### config.mk
export PLATFORM = sky130hd
export DESIGN_NAME = pingpong_accfifo_v2
export DESIGN_NICKNAME = d
export VERILOG_FILES = /design/src/rtl/accfifo_pkg.sv /design/src/rtl/accfifo_bank.sv /design/src/rtl/pingpong_accfifo_v2.sv
export SDC_FILE = /design/constraint.sdc
export NUM_CORES = 1
export LEC_CHECK = 0
export CORE_ASPECT_RATIO = 0.5
export CORE_UTILIZATION = 60
export CTS_CLUSTER_SIZE = 28
export DETAILED_ROUTE_END_ITERATION = 16
export PLACE_DENSITY_LB_ADDON = 0.1
export SLEW_MARGIN = 20
export SYNTH_ARGS = -nofsm -noshare
export SYNTH_HDL_FRONTEND = slang
export SYNTH_HIERARCHICAL = 1
export SYNTH_SLANG_ARGS = --single-unit
### constraint.sdc
create_clock -name clk -period 17.32 [get_ports clk]
set_input_delay 4.33 -clock clk [delete_from_list [all_inputs] [get_ports clk]]
set_output_delay 4.33 -clock clk [all_outputs]
set_load 0.01 [all_outputs]
### src/rtl/accfifo_pkg.sv
// Shared types and helpers for the ping-pong accumulation FIFO.
// The saturating adder is only used when ACCFIFO_SATURATE_EN is defined.
package accfifo_pkg;

  typedef enum logic [1:0] {
    OP_INIT   = 2'd0,
    OP_ACC    = 2'd1,
    OP_ZERO   = 2'd2,
    OP_RECIRC = 2'd3
  } op_e;

  localparam int OP_WIDTH       = 2;
  localparam int SAT_CALC_WIDTH = 64;

  function automatic int cnt_width(input int depth);
    return $clog2(depth + 1);
  endfunction

  // Operands arrive sign-extended; the result is clamped to a w-bit signed range.
  function automatic logic signed [SAT_CALC_WIDTH-1:0] sat_add(
    input  logic signed [SAT_CALC_WIDTH-1:0] a,
    input  logic signed [SAT_CALC_WIDTH-1:0] b,
    input  int                               w,
    output logic                             clamped
  );
    logic signed [SAT_CALC_WIDTH-1:0] sum;
    logic signed [SAT_CALC_WIDTH-1:0] hi;
    logic signed [SAT_CALC_WIDTH-1:0] lo;
    sum     = a + b;
    hi      = (64'sd1 <<< (w - 1)) - 64'sd1;
    lo      = -(64'sd1 <<< (w - 1));
    clamped = 1'b0;
    if (sum > hi) begin
      sum     = hi;
      clamped = 1'b1;
    end else if (sum < lo) begin
      sum     = lo;
      clamped = 1'b1;
    end
    return sum;
  endfunction

endpackage

### src/rtl/accfifo_bank.sv
// First-word fall-through synchronous FIFO bank; head is read combinationally.
// A pop and push together on a full bank is accepted and leaves the count unchanged.
module accfifo_bank
  import accfifo_pkg::*;
#(
  parameter int DEPTH = 32,
  parameter int WIDTH = 24,
  parameter int CNT_W = cnt_width(DEPTH)
) (
  input  logic             clk,
  input  logic             rst,
  input  logic             push,
  input  logic             pop,
  input  logic [WIDTH-1:0] wdata,
  output logic [WIDTH-1:0] head,
  output logic [CNT_W-1:0] count,
  output logic             empty,
  output logic             full
);

  localparam int PTR_W = $clog2(DEPTH);

  logic [WIDTH-1:0] mem [DEPTH];
  logic [PTR_W-1:0] wr_ptr_reg;
  logic [PTR_W-1:0] rd_ptr_reg;
  logic [CNT_W-1:0] count_reg;
  logic             do_push;
  logic             do_pop;

  assign empty   = (count_reg == '0);
  assign full    = (count_reg == CNT_W'(DEPTH));
  assign do_pop  = pop && !empty;
  assign do_push = push && (!full || do_pop);
  assign head    = mem[rd_ptr_reg];
  assign count   = count_reg;

  // Storage is intentionally not reset.
  always_ff @(posedge clk) begin
    if (do_push) begin
      mem[wr_ptr_reg] <= wdata;
    end
  end

  always_ff @(posedge clk) begin
    if (rst) begin
      wr_ptr_reg <= '0;
      rd_ptr_reg <= '0;
      count_reg  <= '0;
    end else begin
      if (do_push) wr_ptr_reg <= wr_ptr_reg + 1'b1;
      if (do_pop)  rd_ptr_reg <= rd_ptr_reg + 1'b1;
      case ({do_push, do_pop})
        2'b10:   count_reg <= count_reg + 1'b1;
        2'b01:   count_reg <= count_reg - 1'b1;
        default: count_reg <= count_reg;
      endcase
    end
  end

endmodule

### src/rtl/pingpong_accfifo_v2.sv
// Double-buffered accumulation FIFO: compute bank takes ops, shadow bank drains.
// Optional saturation on ACC is enabled by defining ACCFIFO_SATURATE_EN.
module pingpong_accfifo_v2
  import accfifo_pkg::*;
#(
  parameter int NB_DATA    = 32,
  parameter int DATA_WIDTH = 24,
  parameter int CNT_WIDTH  = $clog2(NB_DATA + 1)
) (
  input  logic                  clk,
  input  logic                  rst,
  input  logic                  op_valid,
  input  logic [1:0]            op_code,
  input  logic [DATA_WIDTH-1:0] psum_in,
  input  logic                  swap_req,
  output logic                  swap_ack,
  output logic                  out_valid,
  input  logic                  out_ready,
  output logic [DATA_WIDTH-1:0] out_data,
  output logic [CNT_WIDTH-1:0]  compute_count,
  output logic [CNT_WIDTH-1:0]  shadow_count,
  output logic                  which_bank,
  output logic                  ovf_err,
  output logic                  udf_err,
  output logic                  sat_flag
);

  localparam logic [0:0] ST_IDLE    = 1'b0;
  localparam logic [0:0] ST_PENDING = 1'b1;

  logic                  which_reg;
  logic [0:0]            state_reg;
  logic [0:0]            state_next;
  logic                  swap_ack_reg;
  logic                  ovf_reg;
  logic                  udf_reg;

  logic [DATA_WIDTH-1:0] bank_head [2];
  logic [CNT_WIDTH-1:0]  bank_count [2];
  logic [1:0]            bank_empty;
  logic [1:0]            bank_full;
  logic [1:0]            bank_push;
  logic [1:0]            bank_pop;

  op_e                   op;
  logic                  c_push;
  logic                  c_pop;
  logic                  d_pop;
  logic                  fire;
  logic                  ovf_set;
  logic                  udf_set;
  logic [DATA_WIDTH-1:0] c_wdata;
  logic [DATA_WIDTH-1:0] c_head;
  logic [DATA_WIDTH-1:0] acc_sum;
  logic                  c_empty;
  logic                  c_full;

  assign op            = op_e'(op_code);
  assign c_head        = bank_head[which_reg];
  assign c_empty       = bank_empty[which_reg];
  assign c_full        = bank_full[which_reg];
  assign compute_count = bank_count[which_reg];
  assign shadow_count  = bank_count[!which_reg];
  assign out_data      = bank_head[!which_reg];
  assign out_valid     = (shadow_count != '0);
  assign d_pop         = out_valid && out_ready;
  assign which_bank    = which_reg;
  assign swap_ack      = swap_ack_reg;
  assign ovf_err       = ovf_reg;
  assign udf_err       = udf_reg;

  always_comb begin
    c_push  = 1'b0;
    c_pop   = 1'b0;
    c_wdata = psum_in;
    ovf_set = 1'b0;
    udf_set = 1'b0;
    if (op_valid) begin
      case (op)
        OP_INIT, OP_ZERO: begin
          if (c_full) ovf_set = 1'b1;
          else        c_push  = 1'b1;
          if (op == OP_ZERO) c_wdata = '0;
        end
        OP_ACC, OP_RECIRC: begin
          if (c_empty) begin
            udf_set = 1'b1;
          end else begin
            c_pop   = 1'b1;
            c_push  = 1'b1;
            c_wdata = (op == OP_ACC) ? acc_sum : c_head;
          end
        end
        default: ;
      endcase
    end
  end

`ifdef ACCFIFO_SATURATE_EN
  logic signed [SAT_CALC_WIDTH-1:0] ext_head;
  logic signed [SAT_CALC_WIDTH-1:0] ext_psum;
  logic                             sat_clamped;
  logic                             sat_reg;

  assign ext_head = SAT_CALC_WIDTH'($signed(c_head));
  assign ext_psum = SAT_CALC_WIDTH'($signed(psum_in));

  always_comb begin
    acc_sum = DATA_WIDTH'(sat_add(ext_head, ext_psum, DATA_WIDTH, sat_clamped));
  end

  // Only a clamp on an ACC that actually executed raises the flag.
  always_ff @(posedge clk) begin
    if (rst) sat_reg <= 1'b0;
    else if (op_valid && op == OP_ACC && !c_empty && sat_clamped) sat_reg <= 1'b1;
  end

  assign sat_flag = sat_reg;
`else
  assign acc_sum  = c_head + psum_in;
  assign sat_flag = 1'b0;
`endif

  for (genvar gi = 0; gi < 2; gi++) begin : g_bank
    assign bank_push[gi] = c_push && (which_reg == 1'(gi));
    assign bank_pop[gi]  = (which_reg == 1'(gi)) ? c_pop : d_pop;

    accfifo_bank #(
      .DEPTH (NB_DATA),
      .WIDTH (DATA_WIDTH),
      .CNT_W (CNT_WIDTH)
    ) u_bank (
      .clk   (clk),
      .rst   (rst),
      .push  (bank_push[gi]),
      .pop   (bank_pop[gi]),
      .wdata (c_wdata),
      .head  (bank_head[gi]),
      .count (bank_count[gi]),
      .empty (bank_empty[gi]),
      .full  (bank_full[gi])
    );
  end

  // A request arriving on the firing edge re-arms the pending state.
  always_comb begin
    fire       = (state_reg == ST_PENDING) && (shadow_count == '0) && !op_valid;
    state_next = state_reg;
    if (swap_req)  state_next = ST_PENDING;
    else if (fire) state_next = ST_IDLE;
  end

  always_ff @(posedge clk) begin
    if (rst) begin
      which_reg    <= 1'b0;
      state_reg    <= ST_IDLE;
      swap_ack_reg <= 1'b0;
      ovf_reg      <= 1'b0;
      udf_reg      <= 1'b0;
    end else begin
      state_reg    <= state_next;
      swap_ack_reg <= fire;
      if (fire) which_reg <= ~which_reg;
      if (ovf_set) ovf_reg <= 1'b1;
      if (udf_set) udf_reg <= 1'b1;
    end
  end

endmodule

# --- After elaboration in Yosys (flattened, before gate mapping) ---
# Memories as Yosys holds them, arrays and structs flattened. A register that Yosys moved wholly into a read port is not among the register bits.
# Cells that the tools add are included.
op_classes:
  addsub: 9
  order_cmp: 3
  eq_ne: 9
  muxes: 47
  n_bitwise: 3
  reduce_logical: 27
ops:
  columns: ["operator", "count"]
  rows:
  - ["2-to-1 mux 24 bit", 10]
  - ["case mux 24 bit (2 select lines)", 1]
  - ["2-to-1 mux 6 bit", 6]
  - ["adder 24 bit", 1]
  - ["case mux 6 bit (2 select lines)", 2]
  - ["2-to-1 mux 1 bit", 23]
  - ["adder 5 x 1 -> 5 bit (second input constant)", 4]
  - ["2-to-1 mux 5 bit", 4]
  - ["zero test 6 bit", 3]
  - ["adder 6 x 1 -> 6 bit (second input constant)", 2]
  - ["equality test 6 bit (second input constant)", 2]
  - ["subtractor 6 x 1 -> 6 bit (second input constant)", 2]
  - ["logical AND 1 bit", 9]
  - ["equality test 2 bit (second input constant)", 4]
  - ["equality test 2 x 1 -> 1 bit (second input constant)", 3]
  - ["zero test 1 bit", 6]
  - ["nonzero test 2 bit", 3]
  - ["nonzero test 6 bit", 1]
  - ["greater-or-equal comparator 2 bit (second input constant)", 2]
  - ["inverter 1 -> 2 bit", 2]
  - ["OR reduction 2 bit", 2]
  - ["zero test 2 bit", 1]
  - ["logical OR 1 bit", 2]
  - ["< comparator 1 x 2 -> 1 bit (second input constant)", 1]
  - ["other kinds (2)", 2]
word_totals:
  register_bits: 37
  ram_bits: 1536
  output_inout_bits: 42
  n_memories: 2
mem_list:
  columns: ["memory", "depth", "width", "rd", "rd_ports_with_merged_regs", "wr", "line_no", "source"]
  rows:
  - ["g_bank[0].u_bank.mem", 32, 24, 1, 1, 1, "accfifo_bank.sv:23", "logic [WIDTH-1:0] mem [DEPTH];"]
  - ["g_bank[1].u_bank.mem", 32, 24, 1, 1, 1, "accfifo_bank.sv:23", null]

# --- Logic depth before layout (Yosys ltp) ---
# Gate-level depths: netlist (run 1).
logic_depth:
  depth_word: 13
  ltp_mapped: 18

# --- Cells and area by module ---
# The synthesis (run 1) kept the hierarchy.
modules_own_cells:
  columns: ["module", "n_inst", "cells_per_inst", "area_per_inst_um2", "seq_area_each_um2"]
  rows:
  - ["accfifo_bank at g_bank[1].u_bank", 1, 1260, 30326.6, 23482.5]
  - ["accfifo_bank at g_bank[0].u_bank", 1, 1260, 30312.8, 23482.5]
  - ["pingpong_accfifo_v2", 1, 342, 2662.6, 100.1]

# --- Worst setup path before layout (run 1) ---
# Ideal clock, no wire load.
synth_path:
  path_kind: "input to register"
  from: "in psum_in[0]"
  to: "mem g_bank[0].u_bank.mem[0][20] (data pin)"
  setup_ns: 0.727
  arrival_ns: 8.592
  path_slack_ns: 8.001
  path_stages: 11
  path_buffers: 0
  path_cell_list: "ha_1 > inv_1 > fa_1 > nor2b_1 > o21a_1 > o211ai_2 > o211ai_2 > a211oi_4 > nand2_2 > a21o_1 > o311ai_1"
synth_between:
  elab_chain_len: 5
synth_rtl:
  columns: ["item", "line_no", "source"]
  rows:
  - ["start: declaration", "pingpong_accfifo_v2.sv:14", "input logic [DATA_WIDTH-1:0] psum_in,"]
  - ["adder 24 bit", "pingpong_accfifo_v2.sv:120", "assign acc_sum = c_head + psum_in;"]
  - ["2-to-1 mux 24 bit", "pingpong_accfifo_v2.sv:91", "c_wdata = (op == OP_ACC) ? acc_sum : c_head;"]
  - ["2-to-1 mux 24 bit", "pingpong_accfifo_v2.sv:86", "if (c_empty) begin"]
  - ["case mux 24 bit (2 select lines)", "pingpong_accfifo_v2.sv:79", "case (op)"]
  - ["2-to-1 mux 24 bit", "pingpong_accfifo_v2.sv:78", "if (op_valid) begin"]
  - ["net c_wdata[20]", "pingpong_accfifo_v2.sv:52", "logic [DATA_WIDTH-1:0] c_wdata;"]
  - ["end: declaration", "accfifo_bank.sv:23", null]
# The timed path passes the listed nets, and every way through them passes these cells.

==> metrics, run 1 <==
Reg2Reg Depth 16; Clock transition at path regs 0.07 ns; Post-CTS Hold Buffers 0; vias in the first global route 30290; GPL Wtd Cong 0.842; CTS HTree Levels 4; max reg flops 1536; R2R Setup Slk 9.75 ns; Req. time, crit path 12.99 ns; Post-CTS Resized 0; CTS sink count 1583; Flop pwr share 0.513; Slew @ Worst Pin 1.15 ns; status finished, final reports clean; final hold vios 0; number of top-level pins 73; Rows 83; initial detailed-routing violation count 3914; Mapped Avg Cell Area 22.1 sq um; Top FF cell, synth edfxtp_1; drt via density 6.72; VDD IR max 0.0000881 V; Warnings, synthesis 6; Yosys top cell by area edfxtp_1; period utilization 0.572; Int Power 6.77 mW; Buffers on Ports 71; DR WL/cell 32.8 microns; crit end category output port; Routed WL 148000 microns; clock buffer depth 3; Clock Skew 0.0303 ns; share of Yosys cell area claimed by the top area cell type 0.729; final max-slew violation count 0; number of max-cap violations 0; core area 104000 sq um; Final Cell Area 70700 sq um; Hold Crit Class reg2reg; Post-synth EDFFs 1536; Area Growth Syn to Fin 11.7%; TritonCTS clock tree built; Placed Area 66300 sq um; clock buffer count from CTS 135; critical path type reg2out; share of flip-flops with an asynchronous set or reset 0; commonest non-fill, non-tap cell in the layout edfxtp_1; Nets 3089; clk_lat worst skew 0.76 ns; Synth Net Count 2937; register area share after synthesis 0.744; Gate power share 0.151; first-pass GRT wire length 214000 microns; Hold Worst Slack 0.482 ns; Netlist Area Pre-Place 63300 sq um; Initial Utilization 0.611; die width 461 microns; final setup violation count 0; fmax 101 MHz; clock share of power 0.336; Antenna Violating Nets Remaining 0; Netlist cell types 71; initial antenna violation count 4; minimum clock period 9.91 ns; worst-path cell chain buf_4, buf_4, mux4_2, mux4_2, mux2_2, mux2_2, clkdlybuf4s50_1; GRT Overall Usage 0.287; WHS Path Cells 2; Root Driver clkbuf_16; Worst path max stage delay 0.84 ns; Die Span Y 232 microns; Net Switching 2.26 mW; final setup TNS 0 ns; Synth Instances 2862; DRC violations left 0; nature of the critical path startpoint flop; Net Sw Frac 0.250; Congestion Overflow GR 0; Cell Count, Final, Fillers Out 4522; Leak 21.5 nW; PwrDens 128 nW/um^2; slowest stage cell, crit path buf_4; unrepaired setup endpoints after global routing false; hold_sp state_reg; DRT Pass-1 Iters 5; Synth area leaders edfxtp_1 73%, mux4_2 17%, mux2_2 2.0%; Die ar. 107000 sq um; post-detail-place hpwl 79400 microns; crit path max fanout 44; layout cells sized above 1 0.317; Slew HR 0.231; largest net degree at the start of global routing 162; most frequent cells in the layout 1536 x edfxtp_1, 480 x mux4_2, 143 x clkbuf_16; Worst Hold End swap_ack; synthesis-stage register bit count 1583; Inst Count DP 4278; Setup Fix Bufs, Post-CTS 0; Critical Path AT 5.58 ns; RR Endpoint g_bank[0].u_bank/mem[9][17]; routed via count 30382
-- worst max path at each step --
| stage | end | start |
|---|---|---|
| floorplan | g_bank[0].u_bank/mem[0][20] | psum_in[0] |
| global placement | out_data[2] | flop |
| detailed placement | out_data[2] | flop |
| CTS | out_data[2] | flop |
| global route | out_data[21] | flop |
| finish | out_data[2] | flop |
-- cell families after synthesis --
group	after synthesis	synth area share
AO/OA/AOI/OAI	162	0.0182
XOR/XNOR	37	0.00512
adder cells (fa/ha/maj)	44	0.00905
buffers and inverters	178	0.0122
flip-flops	1583	0.744
multiplexers	605	0.193
other	1	0.0000592
AND/OR/NAND/NOR	252	0.0190
-- synthesized netlist by cell type, types with 7 or more instances --
| library cell | count |
|---|---|
| edfxtp_1 | 1536 |
| mux4_2 | 480 |
| nor2_1 | 121 |
| mux2_2 | 112 |
| clkbuf_1 | 78 |
| dfxtp_1 | 47 |
| buf_2 | 46 |
| ha_1 | 41 |
| nand2_1 | 35 |
| o21ai_0 | 31 |
| a21oi_1 | 27 |
| inv_1 | 25 |
| xor2_1 | 21 |
| buf_1 | 17 |
| a21o_1 | 16 |
| xnor2_1 | 16 |
| a22oi_1 | 13 |
| nand2b_1 | 13 |
| nand3_1 | 13 |
| o31ai_1 | 13 |
| buf_4 | 11 |
| mux2i_1 | 10 |
| nor3_1 | 10 |
| a31oi_1 | 7 |
| and3_1 | 7 |
| nand3b_1 | 7 |
| o21ai_1 | 7 |
| or3_1 | 7 |
-- power groups by stage --
stage,Combinational [mW],Sequential (mW),Clock (mW)
4_1_cts,1.34,4.64,3.08
2_1_floorplan,0.844,4.74,0
3_5_place_dp,1.34,4.72,0
3_3_place_gp,1.30,4.72,0
6_report,1.36,4.64,3.03
5_1_grt,1.45,4.64,3.21
-- per-stage QoR --
step,power (mW),utilization,worst slack [ns]
5_1_grt,9.31,0.683,7.05
2_1_floorplan,5.58,-,8.00
6_report,9.03,0.683,7.41
3_5_place_dp,6.06,0.640,8.03
4_1_cts,9.06,0.683,7.23
3_3_place_gp,6.01,0.640,8.06
-- per-layer routing --
metal / up-vias / global-route usage / wire, microns
met3: 211 / 0.0446 / 13200
met1: 16285 / 0.425 / 59600
li1: 12393 / - / -
met4: 0 / 0.0846 / 3670
met2: 1493 / 0.452 / 71700
met5: - / 0 / 0
-- final cells by class --
class | count | area, sq um
flip-flops and latches | 1583 | 47100
fillers | 6368 | 32800
multi-input cells | 1101 | 15900
clock buffers | 171 | 3710
well taps | 1402 | 1750
repair buffers | 168 | 1470
clock inverters | 70 | 649
inverters | 25 | 93.8
diodes | 2 | 5.00
-- critical path: cells and delay by family (launching register included) --
kind	cells	cell delay (ns)
buf+inv	3	2.11
flops	1	0.75
mux	4	1.84
Power figures use the tool's default switching activity.
==> inputs of run 2 (changes only) <==
- CORE_UTILIZATION: 60 -> 56
- clock period: 17.32 -> 8.2 ns (I/O delays scaled with it)
==> metrics, run 2 (synthesis gave the netlist of run 1 again) <==
status finished, final reports clean; DRT Pass-1 Iters 5 (unchanged); clock buffer count from CTS 134 (-0.74%); final max-slew violation count 0 (unchanged); layout cells sized above 1 0.321 (+0.00414); Clock transition at path regs 0.06 ns (about the same); first-pass GRT wire length 206000 microns (-3.7%); CTS HTree Levels 4 (unchanged); Post-CTS Resized 0 (unchanged); clk_lat worst skew 0.75 ns (about the same); initial antenna violation count 10 (+6); commonest non-fill, non-tap cell in the layout edfxtp_1; fmax 156 MHz; drt via density 6.46 (-3.8%); Slew HR 0.249 (+0.0183); Placed Area 66700 sq um (+0.65%); most frequent cells in the layout 1536 x edfxtp_1, 480 x mux4_2, 143 x clkbuf_16; DR WL/cell 30.5 microns (-6.9%); die width 477 microns (+3.5%); number of max-cap violations 0 (unchanged); Die Span Y 240 microns (+3.5%); crit end category output port; largest net degree at the start of global routing 70 (-57%); Fill cells 7364 (+16%); Critical Path AT 4.37 ns (-1.21 ns); period utilization 0.782; Hold Crit Class reg2reg; TritonCTS clock tree built; vias in the first global route 29800 (-1.6%); GPL Wtd Cong 0.883 (+4.8%); final setup violation count 0 (unchanged); initial detailed-routing violation count 3317 (-15%); Setup Fix Bufs, Post-CTS 0 (unchanged); max reg flops 1536 (unchanged); GRT Overall Usage 0.253 (-0.0343); final setup TNS 0 ns (unchanged); Nets 3106 (+0.55%); DRC violations left 0 (unchanged); Buffers on Ports 71 (unchanged); Slew @ Worst Pin 1.12 ns (-0.0301 ns); Post-CTS Hold Buffers 0 (unchanged); unrepaired setup endpoints after global routing false; number of top-level pins 73 (unchanged); clock buffer depth 3 (unchanged); Pwr Total 19.1 mW (+110%); Root Driver clkbuf_16; nature of the critical path startpoint flop; PwrDens 268 nW/um^2 (+110%); core area 111000 sq um (+7.3%); Leak 21.6 nW (+0.44%); CTS sink count 1583 (unchanged); Rows 86 (+3.6%); VDD IR max 0.000244 V (+180%); Die ar. 114000 sq um (+7.1%); critical path type reg2out; Antenna Violating Nets Remaining 0 (unchanged); post-detail-place hpwl 80200 microns (+1.0%); Final Cell Area 71100 sq um (+0.53%); Routed WL 141000 microns (-4.6%); Clock Skew 0.0249 ns (-0.00547 ns); Area Growth Syn to Fin 12.3%; minimum clock period 6.42 ns; Hold Worst Slack 0.475 ns (-0.00625 ns); final hold vios 0 (unchanged); Initial Utilization 0.570 (-0.0413); Req. time, crit path 6.15 ns (-6.84 ns); Congestion Overflow GR 0 (unchanged); crit path max fanout 59 (+34%); routed via count 29968 (-1.4%)
run 2: where the power goes:
group	total [mW]	switching [mW]	internal (mW)	leakage, nW
registers	9.80	0.0986	9.70	14.3
logic	2.89	1.89	1.00	5.20
clock network	6.39	2.80	3.59	2.12
total	19.1	4.78	14.3	21.6
run 2: worst paths after layout:
kind	from	to	slack, ns	cells after the start
max	flop	out_data[7]	1.78	6
min	state_reg	state_reg	0.48	2
max reg2reg	flop	g_bank[1].u_bank/mem[28][23]	1.82	14
min reg2reg	state_reg	state_reg	0.48	2
run 2: final cells by class:
class / instances / area (sq um) / area share
Clock buffer: 177 / 3740 / 0.0526
Timing Repair Buffer: 186 / 1770 / 0.0249
Inverter: 25 / 93.8 / 0.00132
Sequential cell: 1583 / 47100 / 0.662
Clock inverter: 65 / 612 / 0.00861
Tap cell: 1496 / 1870 / 0.0263
Antenna cell: 3 / 7.51 / 0.000106
Multi-Input combinational cell: 1101 / 15900 / 0.224
run 2: metal layers:
layer | vias up | GRT usage | share of wire
li1 | 12427 | - | -
met1 | 16138 | 0.376 | 0.42
met2 | 1197 | 0.395 | 0.48
met3 | 206 | 0.0346 | 0.072
met4 | 0 | 0.0791 | 0.027
met5 | - | 0 | 0
run 2: per-stage QoR:
stage	cells	setup slack (ns)	utilization
2_1_floorplan	2862	0.824	-
3_3_place_gp	4391	1.84	0.601
3_5_place_dp	4391	1.67	0.601
4_1_cts	4633	1.67	0.640
5_1_grt	4634	1.49	0.640
6_report	4636	1.78	0.640
run 2: worst max-delay path, stage by stage, from the launching register on:
cell and delay (ns):
dfxtp_4 1.00, buf_4 0.43, mux4_2 0.35, mux4_2 0.60
mux2_2 0.34, mux2_2 0.35, clkdlybuf4s50_1 0.50
==> inputs of run 3 (changes only) <==
- CORE_UTILIZATION: 56 -> 60
- clock period: 8.2 -> 6.5 ns (I/O delays scaled with it)
==> metrics, run 3 (synthesis gave the netlist of run 1 again) <==
final max-slew violation count 0 (unchanged); clk_lat worst skew 0.77 ns (+0.02 ns); Initial Utilization 0.611 (+0.0413); number of max-cap violations 0 (unchanged); GRT Overall Usage 0.279 (+0.0264); minimum clock period 6.06 ns; drt via density 6.67 (+3.2%); unrepaired setup endpoints after global routing false; number of top-level pins 73 (unchanged); CTS sink count 1583 (unchanged); Post-CTS Resized 0 (unchanged); Slew HR 0.321 (+0.0719); Req. time, crit path 4.88 ns (-1.27 ns); TritonCTS clock tree built; Clock Skew 0.0306 ns (+0.00577 ns); Setup Fix Bufs, Post-CTS 0 (unchanged); crit path max fanout 40 (-32%); register area 47100 sq um (unchanged); Final Cell Area 71200 sq um (+0.10%); clock buffer count from CTS 135 (+0.75%); crit end category output port; Area Growth Syn to Fin 12.4%; Critical Path AT 4.44 ns (+0.07 ns); Slew @ Worst Pin 1.02 ns (-0.105 ns); hold_sp state_reg; Buffers on Ports 71 (unchanged); period utilization 0.933; PwrDens 335 nW/um^2 (+25%); commonest non-fill, non-tap cell in the layout edfxtp_1; DRC violations left 0 (unchanged); fmax 165 MHz; Clock transition at path regs 0.07 ns (about the same); CTS HTree Levels 4 (unchanged); DRT Pass-1 Iters 5 (unchanged); Hold Worst Slack 0.481 ns (+0.00568 ns); Pwr Total 23.8 mW (+25%); max reg flops 1536 (unchanged); initial antenna violation count 7 (-3); initial detailed-routing violation count 3635 (+9.6%); R2R Setup Slk 0.68 ns (-1.14 ns); layout cells sized above 1 0.329 (+0.00811); GPL Wtd Cong 0.840 (-4.9%); WHS Path Cells 2 (unchanged); Worst Hold End swap_ack; Die Span Y 232 microns (-3.4%); final hold vios 0 (unchanged); post-layout util 0.687 (+0.0471); Placed Area 67000 sq um (+0.36%); VDD IR max 0.000244 V (about the same); final setup TNS 0 ns (unchanged); Nets 3143 (+1.2%); Fill cells 6306 (-14%); die width 461 microns (-3.4%); area occupied by multi-input gates 15900 sq um (-0.24%); Root Driver clkbuf_16; status finished, final reports clean; critical path type reg2out; DR WL/cell 31.6 microns (+3.6%); Leak 21.7 nW (+0.71%); largest net degree at the start of global routing 65 (-7.1%); Post-CTS Hold Buffers 0 (unchanged); nature of the critical path startpoint flop; routed via count 30524 (+1.9%); most frequent cells in the layout 1536 x edfxtp_1, 480 x mux4_2, 143 x clkbuf_16; first-pass GRT wire length 210000 microns (+1.8%); Hold Crit Class reg2reg; RR Endpoint g_bank[0].u_bank/mem[24][23]; post-detail-place hpwl 81600 microns (+1.7%); final setup violation count 0 (unchanged); clock buffer depth 3 (unchanged); Routed WL 145000 microns (+2.2%); Congestion Overflow GR 0 (unchanged); vias in the first global route 30465 (+2.2%); Die ar. 107000 sq um (-6.6%); Antenna Violating Nets Remaining 0 (unchanged); core area 104000 sq um (-6.8%); Reg2Reg Depth 16 (+2); Rows 83 (-3.5%)
-- run 3: cell types whose count changed in the layout (fill, tap and decap cells not counted), moves of 2 or more --
| cell | change |
|---|---|
| bufinv_16 | -5 |
| diode_2 | +3 |
| buf_4 | +26 |
| clkbuf_8 | -2 |
| clkinv_2 | +6 |
| nor2_2 | +9 |
| clkbuf_1 | -6 |
| buf_12 | +10 |
| nor2_4 | -8 |
-- run 3: routing by layer --
| metal | track usage | part of all wire | vias up |
|---|---|---|---|
| met5 | 0 | 0.00012 | - |
| met4 | 0.0858 | 0.024 | 2 |
| li1 | - | - | 12494 |
| met3 | 0.0356 | 0.083 | 197 |
| met1 | 0.419 | 0.41 | 16448 |
| met2 | 0.437 | 0.48 | 1383 |
-- run 3: where the power goes --
| group | total (mW) | switching, mW | internal, mW | leakage [nW] |
|---|---|---|---|---|
| Clock | 7.81 | 3.53 | 4.29 | 2.05 |
| Combinational | 3.66 | 2.39 | 1.27 | 5.43 |
| Sequential | 12.3 | 0.0946 | 12.2 | 14.3 |
| Total | 23.8 | 6.01 | 17.8 | 21.7 |
-- run 3: worst max-delay path by stage --
stage,from,end,slack (ns),cells past startpoint
finish,flop,out_data[19],0.44,8
global route,flop,g_bank[0].u_bank/mem[11][23],0.29,16
CTS,flop,out_data[19],0.36,8
detailed placement,flop,g_bank[0].u_bank/mem[2][18],0.71,17
global placement,flop,g_bank[0].u_bank/mem[16][23],0.80,16
floorplan,flop,g_bank[0].u_bank/mem[0][1],0.04,13
-- run 3: metrics by stage --
| stage | worst slack, ns | instances |
|---|---|---|
| after floorplan | 0.0405 | 2862 |
| after global placement | 0.801 | 4333 |
| after detailed placement | 0.709 | 4333 |
| after CTS | 0.358 | 4568 |
| after global routing | 0.291 | 4569 |
| final | 0.437 | 4574 |
-- run 3: critical path, cell delays in order, from the launching register on --
cell and delay [ns]:
dfxtp_4 0.57, buf_12 0.31, buf_4 0.48, buf_4 0.32, mux4_2 0.34, mux4_2 0.48
mux2_2 0.33, mux2_2 0.28, clkdlybuf4s50_1 0.54
-- run 3: final cells by class --
cell class | instances | share of cell area
flip-flops and latches | 1583 | 0.662
multi-input cells | 1101 | 0.223
clock buffers | 169 | 0.0518
repair buffers | 222 | 0.0304
well taps | 1402 | 0.0246
clock inverters | 66 | 0.00686
inverters | 25 | 0.00132
diodes | 6 | 0.000211
